<file path="src/rtl/write_seq_gen.sv">
// Write-sequence generator: emits a programmable number of addr/data beats
// in one of four pattern modes, with a valid/ready handshake on wen/ready.
module write_seq_gen #(
    parameter int              ADDR_W    = 8,
    parameter int              DATA_W    = 8,
    parameter int              CNT_W     = 8,
    parameter logic [ADDR_W-1:0] ADDR_BASE = 8'hca,
    parameter logic [15:0]     LFSR_SEED = 16'hACE1
) (
    input  logic              clk,
    input  logic              rst_n,
    input  logic              start,
    input  logic [1:0]        mode,
    input  logic [CNT_W-1:0]  count,
    input  logic              ready,
    output logic [ADDR_W-1:0] addr,
    output logic [DATA_W-1:0] data,
    output logic              wen,
    output logic              busy,
    output logic              done
);

    typedef enum logic [1:0] {IDLE, RUN, GAP, DONE} state_t;

    state_t            state, stateNext;
    logic [1:0]        modeQ;
    logic [CNT_W-1:0]  cntQ;
    logic [CNT_W-1:0]  idx;
    logic [15:0]       lfsr;
    logic [15:0]       lfsrNext;
    logic              accept;
    logic              lastBeat;
    logic              loadBeat;
    logic [1:0]        selMode;
    logic [CNT_W-1:0]  selIdx;
    logic [DATA_W-1:0] selLfsr;
    logic [ADDR_W-1:0] beatA;
    logic [DATA_W-1:0] beatD;

    // Mode 2 parks on the base address; every other mode walks upward with wrap.
    function automatic logic [ADDR_W-1:0] beatAddr(input logic [1:0] m,
                                                   input logic [CNT_W-1:0] i);
        logic [ADDR_W-1:0] off;
        off = (m == 2'd2) ? '0 : ADDR_W'(i);
        return ADDR_BASE + off;
    endfunction

    function automatic logic [DATA_W-1:0] beatData(input logic [1:0] m,
                                                   input logic [CNT_W-1:0] i,
                                                   input logic [ADDR_W-1:0] a,
                                                   input logic [DATA_W-1:0] l);
        case (m)
            2'd1:    return l;
            2'd2:    return DATA_W'(i);
            default: return DATA_W'(~a);
        endcase
    endfunction

    assign lfsrNext = {lfsr[14:0], lfsr[15] ^ lfsr[13] ^ lfsr[12] ^ lfsr[10]};
    assign accept   = (state == RUN) && ready;
    assign lastBeat = (idx == cntQ - CNT_W'(1));

    always_ff @(posedge clk or negedge rst_n) begin
        if (!rst_n) state <= IDLE;
        else        state <= stateNext;
    end

    always_comb begin
        stateNext = state;
        case (state)
            IDLE: if (start) stateNext = (count == '0) ? DONE : RUN;
            RUN:  if (ready) begin
                      if (lastBeat)            stateNext = DONE;
                      else if (modeQ == 2'd3)  stateNext = GAP;
                  end
            GAP:  stateNext = RUN;
            DONE: stateNext = IDLE;
            default: stateNext = IDLE;
        endcase
    end

    always_comb begin
        wen  = (state == RUN);
        busy = (state != IDLE);
        done = (state == DONE);
    end

    // The beat being loaded is beat 0 on start, idx+1 after an accept in RUN,
    // or the already-advanced idx when leaving the idle GAP cycle.
    always_comb begin
        selMode = (state == IDLE) ? mode : modeQ;
        selIdx  = idx;
        selLfsr = lfsr[DATA_W-1:0];
        if (state == IDLE) begin
            selIdx  = '0;
            selLfsr = LFSR_SEED[DATA_W-1:0];
        end else if (state == RUN) begin
            selIdx  = idx + CNT_W'(1);
            selLfsr = lfsrNext[DATA_W-1:0];
        end
        beatA    = beatAddr(selMode, selIdx);
        beatD    = beatData(selMode, selIdx, beatA, selLfsr);
        loadBeat = ((state == IDLE) && start && (count != '0)) ||
                   (accept && !lastBeat && (modeQ != 2'd3)) ||
                   (state == GAP);
    end

    always_ff @(posedge clk or negedge rst_n) begin
        if (!rst_n) begin
            modeQ <= '0;
            cntQ  <= '0;
            idx   <= '0;
            lfsr  <= LFSR_SEED;
        end else if ((state == IDLE) && start) begin
            modeQ <= mode;
            cntQ  <= count;
            idx   <= '0;
            lfsr  <= LFSR_SEED;
        end else if (accept) begin
            lfsr <= lfsrNext;
            if (!lastBeat) idx <= idx + CNT_W'(1);
        end
    end

    // addr/data only change when a new beat is presented, so they hold under stall
    // and keep the final beat once the sequence ends.
    always_ff @(posedge clk or negedge rst_n) begin
        if (!rst_n) begin
            addr <= '0;
            data <= '0;
        end else if (loadBeat) begin
            addr <= beatA;
            data <= beatD;
        end
    end

endmodule

</file>
<file path="config.mk">
export PLATFORM = sky130hd
export DESIGN_NAME = write_seq_gen
export DESIGN_NICKNAME = d
export VERILOG_FILES = /design/src/rtl/write_seq_gen.sv
export SDC_FILE = /design/constraint.sdc
export NUM_CORES = 1
export LEC_CHECK = 0
export BUFFER_PORTS_ARGS = -buffer_cell sky130_fd_sc_hd__buf_2
export CAP_MARGIN = 20
export CORE_UTILIZATION = 60
export DETAILED_ROUTE_END_ITERATION = 10
export PLACE_DENSITY = 0.87
export SYNTH_ARGS = -nofsm -noshare
export SYNTH_HDL_FRONTEND = slang
export SYNTH_SLANG_ARGS = --single-unit
export TNS_END_PERCENT = 5
</file>
<file path="constraint.sdc">
create_clock -name clk -period 7.6 [get_ports clk]
set_input_delay 1.14 -clock clk [delete_from_list [all_inputs] [get_ports clk]]
set_output_delay 1.14 -clock clk [all_outputs]
set_load 0.005 [all_outputs]
</file>
Yosys cells after proc, flatten, opt, wreduce, memory -nomap -nowiden
Index checks and enable logic that the tools add are counted.
{"block": "word_totals", "register_bits": 52, "in_bits": 14, "out_inout_bits": 19}
{"block": "classes", "n_addsub": 3, "eq_ne": 12, "muxes": 18, "n_bitwise": 4, "reduce_logical": 15}
{"op": "$mux 8", "count": 8}
{"op": "$mux 16", "count": 2}
{"op": "$pmux 8 s2", "count": 1}
{"op": "$mux 2", "count": 6}
{"op": "$add 8x1->8 const B", "count": 1}
{"op": "$add 8x8->8 const A", "count": 1}
{"op": "$eq 2x2->1 const B", "count": 4}
{"op": "$eq 8x8->1", "count": 1}
{"op": "$logic_not 8->1", "count": 1}
{"op": "$not 8->8", "count": 1}
{"op": "$pmux 2 s4", "count": 1}
{"op": "$reduce_bool 8->1", "count": 1}
{"op": "$sub 8x1->8 const B", "count": 1}
{"op": "$ne 2x2->1 const B", "count": 3}
{"op": "$logic_and 1x1->1", "count": 5}
{"op": "$eq 2x1->1 const B", "count": 2}
{"op": "$reduce_bool 2->1", "count": 2}
{"op": "$ne 3x1->1 const B", "count": 1}
{"op": "$reduce_and 3->1", "count": 1}
{"op": "$xor 1x1->1", "count": 3}
{"op": "$logic_not 2->1", "count": 1}
{"op": "$logic_or 1x1->1", "count": 2}
{"op": "$ne 2x1->1 const B", "count": 1}
{"op": "$reduce_and 2->1", "count": 1}
{"op": "$logic_not 1->1", "count": 1}

Logic depth before layout (Yosys ltp)
{"block": "logic_depth", "ltp_word": 7, "ltp_mapped": 14, "ltp_nobuf": 11}

Least setup slack after synthesis
OpenSTA, ideal clock, no wires.
{"block": "synth_path", "kind": "input to register", "startpoint": "input port mode[0]", "endpoint": "register addr[7]", "setup_ps": 125, "arrival_ps": 3257, "required_ps": 7475, "slack_ps": 4218, "path_stages": 12, "cell_sequence": "mux2i_1 ha_1 clkbuf_1 inv_1 clkbuf_1 and2_1 ha_1 a21o_1 o22a_1 a21boi_0 mux2i_1 mux2_4"}
{"block": "synth_via", "elab_chain_cells": 4}
{"item": "start: declaration", "line_no": "13", "source": "input logic [1:0] mode,"}
{"item": "$mux 2", "line_no": "91", "source": "selMode = (state == IDLE) ? mode : modeQ;"}
{"item": "$eq 2x2->1", "line_no": "44", "source": "off = (m == 2'd2) ? '0 : ADDR_W'(i);"}
{"item": "$mux 8", "line_no": "44"}
{"item": "$add 8x8->8", "line_no": "45", "source": "return ADDR_BASE + off;"}
{"item": "end signal: assignment", "line_no": "132", "source": "addr <= beatA;"}
{"item": "end: declaration", "line_no": "16", "source": "output logic [ADDR_W-1:0] addr,"}
No other way between the ends.
A chain may end at the register's enable or synchronous reset.

Worst setup path in the final report
{"block": "layout_path", "startpoint": "register state[1]", "endpoint": "register addr[7]"}
{"block": "layout_via", "elab_chain_cells": 6, "word_cells_on_any_way": 16, "cone_classes": "add/sub (1); eq/ne (3); mux (4); reduce/logical (8)"}
{"item": "start: declaration", "line_no": "25", "source": "state_t state, stateNext;"}
{"item": "start signal: assignment", "line_no": "65", "source": "else state <= stateNext;"}
{"item": "parallel branches: the longest is 6 deep, another holds $add 8x8->8"}
Parallel ways; which one is timed is not known.

==> impl_results.md <==
* Status: complete, no violations
* Top cell type's share of synthesized area at 0.3456
* Top layer in use: met4
* WL met3 at 337 µm
* CTS Buf Count at 5
* Startpoint types: flip-flop
* H-tree levels at 2
* Hold wc startpoint: addr[2]
* Number of distinct library cells after synthesis at 62
* Clock Tree Buf Depth at 2
* Leak at 1.533 nW
* Vias per Instance at 6.399
* Row count at 26
* Final slew viol count at 0
* DR pass1 iterations at 5
* Synth cell count leaders: dfrtp_1 (44), nand2_1 (25), nor2_1 (20)
* Synthesized Nets at 343
* Worst EP arrival at 3.71 ns
* Clock slew at reported path FFs at 0.11 ns
* Drt first-iter violations at 265
* Final setup vio count at 0
* Worst path required time at 7.81 ns
* Final net count at 364
* Synth Area in XOR/XNOR at 0.03299
* CTS tree: yes
* Initial antenna violation count at 0
* Clock Skew at 0.008764 ns
* Met1 WL at 3.394 mm
* Unrepaired setup endpoints after global routing: false
* # diodes at 0
* Final Hold Fails at 0
* Routed Antenna Nets at 0
* R2R Path Start: state[1]
* First-pass GRT wire length at 12.06 mm
* Max_cap viols at 0
* Die W at 74.87 µm
* Cell count after synthesis at 324
* All-Layer GR Usage at 0.2875
* Core ar. at 5107 µm²
* GRT overflow at 0
* Layout cell share with drive strength beyond 1 at 0.2168
* Adder-cell share of the synthesized area at 0.01964
* Placed cell count at 408
* Largest net degree at the start of global routing at 53
* Synthesized cell area at 3186 µm²
* Worst r2r path cells at 11
* Post-synthesis sequential area ratio at 0.4116
* EDFF count, synth at 0
* Post-layout min period at 3.500 ns
* Crit Path Max Fanout at 22
* Die span in y at 74.87 µm
* Reg2reg setup slack at 4.10 ns
* Fill count at 429
* Crit-path cells: nor2_1 -> mux2i_1 -> ha_1 -> inv_1 -> and2_1 -> ha_1 -> a21o_1 -> o22a_1 -> a21boi_0 -> mux2i_1 -> mux2_4
* Post-synthesis compound-gate area fraction at 0.2180
* Area Overhead vs Synth at 7.856%
* Worst IR drop on VDD at 298.5 µV
* Full die area at 5605 µm²
* Port Buf Inserts at 32
* Synth area leaders: dfrtp_1 (35%), dfstp_2 (6.6%), mux2_2 (5.7%)
* Combinational family with the most area after synthesis: compound AO/OA/AOI/OAI gates
* # clock sinks at 52
* Detail Route met2 WL at 3.521 mm
* Mux contribution to synthesized area at 0.1068
* Post_cts resized at 0
* Peak Freq at 285.7 MHz
* Hold buffers post-CTS at 0
* Tcrit/Tclk final at 0.4605
* Post-CTS Setup Inserts at 0
* Max incr delay on CP at 0.63 ns
* R2R Path End: addr[7]
* Post-Synth Simple-Gate Area at 0.1654
* Top cell family by delay on the critical path: adder cells
* Most frequent cell after synthesis: dfrtp_1
* Starting Density at 0.6237
* Top_reg_cell synth: dfrtp_1
* Ys Warns at 0
* Wire per inst at 17.61 µm
* Post-DP HPWL at 5.278 mm
* WS Path Type: flip-flop to flip-flop
* Gp weighted congestion at 0.9104
* Worst-Margin Slew at 1.048 ns
* Vias in the first global route at 2,512
* Hold depth at 1
* Post-route insts no fill at 416
* Relative slew margins at 0.2922
* Setup TNS at 0 ns
* Worst-skew pair later-pin latency at 0.31 ns
* Slowest cell on crit path: dfrtp_1
* Pwr Density at 448.6 nW/µm²
* Async SR Flop Fraction at 1.000
* Detailed Route WL at 7.327 mm
* Buf/Inv on CP at 1
* Area leader, netlist: dfrtp_1
* Root Driver: clkbuf_8
* Worst Hold Path EP: addr[2]
* Hold Path Class: flip-flop to flip-flop
* Io pins at 33
* Synth Area per Inst at 9.832 µm²
* # DRC at 0
* Via count at 2,662
* Flops & latches, synth at 52
* CP endpoint kind: flip-flop
## state kept, by name (all words and copies together) (netlist names)
signal	cells
state	2
cntQ	8
addr	8
lfsr	16
idx	8
data	8
modeQ	2
## power breakdown
| group | switching (W) | leakage (nW) | internal [W] |
|---|---|---|---|
| combinational | 0.000452 | 0.860 | 0.000379 |
| sequential | 0.000136 | 0.624 | 0.000408 |
| clock | 0.000100 | 0.0485 | 0.0000663 |
| total | 0.000688 | 1.53 | 0.000853 |
## worst max path at each step
| stage | from | cells after the start | endpoint |
|---|---|---|---|
| 6_report | state[1] | 11 | addr[7] |
| 2_1_floorplan | mode[0] | 12 | addr[7] |
| 3_3_place_gp | mode[0] | 11 | addr[7] |
| 5_1_grt | state[1] | 11 | addr[7] |
| 4_1_cts | state[1] | 11 | addr[7] |
| 3_5_place_dp | mode[0] | 11 | addr[7] |
## worst reg2reg max path, stage by stage (launching register included)
cell and delay (ns):
dfrtp_1 0.63, nor2_1 0.38, mux2i_1 0.28, ha_1 0.41
inv_1 0.24, and2_1 0.22, ha_1 0.25, a21o_1 0.18
o22a_1 0.21, a21boi_0 0.24, mux2i_1 0.11, mux2_4 0.25
## placed cells by master, fill, tap and decap left out, drive strengths merged, types with 5 or more instances in the layout
master and instances:
nor3 6, a221o 5, clkbuf 5, a22o 12, buf 33, inv 13
dfstp 8, nand3 5, xnor2 6, nor2 20, dfrtp 44, a21oi 10
a211oi 5, and2 10, o22a 9, mux2i 10, nand2 25, mux2 20
xor2 6, ha 5, o21ai 15, o22ai 6
## cell type report
class	count	area, µm²	share of cell area
inverters	13	48.80	0.01420
clock buffers	5	68.82	0.02003
clock inverters	3	22.52	0.006555
multi-input cells	240	1729	0.5033
flip-flops and latches	52	1311	0.3816
well taps	70	87.58	0.02549
repair buffers	33	167.7	0.04880
## routing by layer
metal,vias to the layer above,GRT usage
met2,75,0.4725
met3,12,0.05489
met5,-,0
met4,0,0.05241
met1,1318,0.4021
li1,1257,-
## per-stage QoR
| stage | power, W | setup slack, ns | util | instance area, µm² | hold slack (ns) |
|---|---|---|---|---|---|
| after global placement | 0.001339 | 4.028 | 0.6548 | 3344 | 0.4863 |
| after global routing | 0.001664 | 3.792 | 0.6727 | 3436 | 0.5317 |
| final | 0.001541 | 4.100 | 0.6727 | 3436 | 0.5175 |
| after detailed placement | 0.001365 | 3.971 | 0.6548 | 3344 | 0.4912 |
| after CTS | 0.001531 | 4.139 | 0.6727 | 3436 | 0.5184 |
| after floorplan | 0.001172 | 4.218 | - | 3186 | 0.4665 |
## cell families (layout without fill, tap and decap cells)
kind of cell    Yosys count  in the layout
simple gates             99             99
compound gates           94             94
fa+ha+maj                 5              5
mux                      30             30
flops                    52             52
xor+xnor                 12             12
buf+inv                  32             54
(Power assumes the default switching activity.)
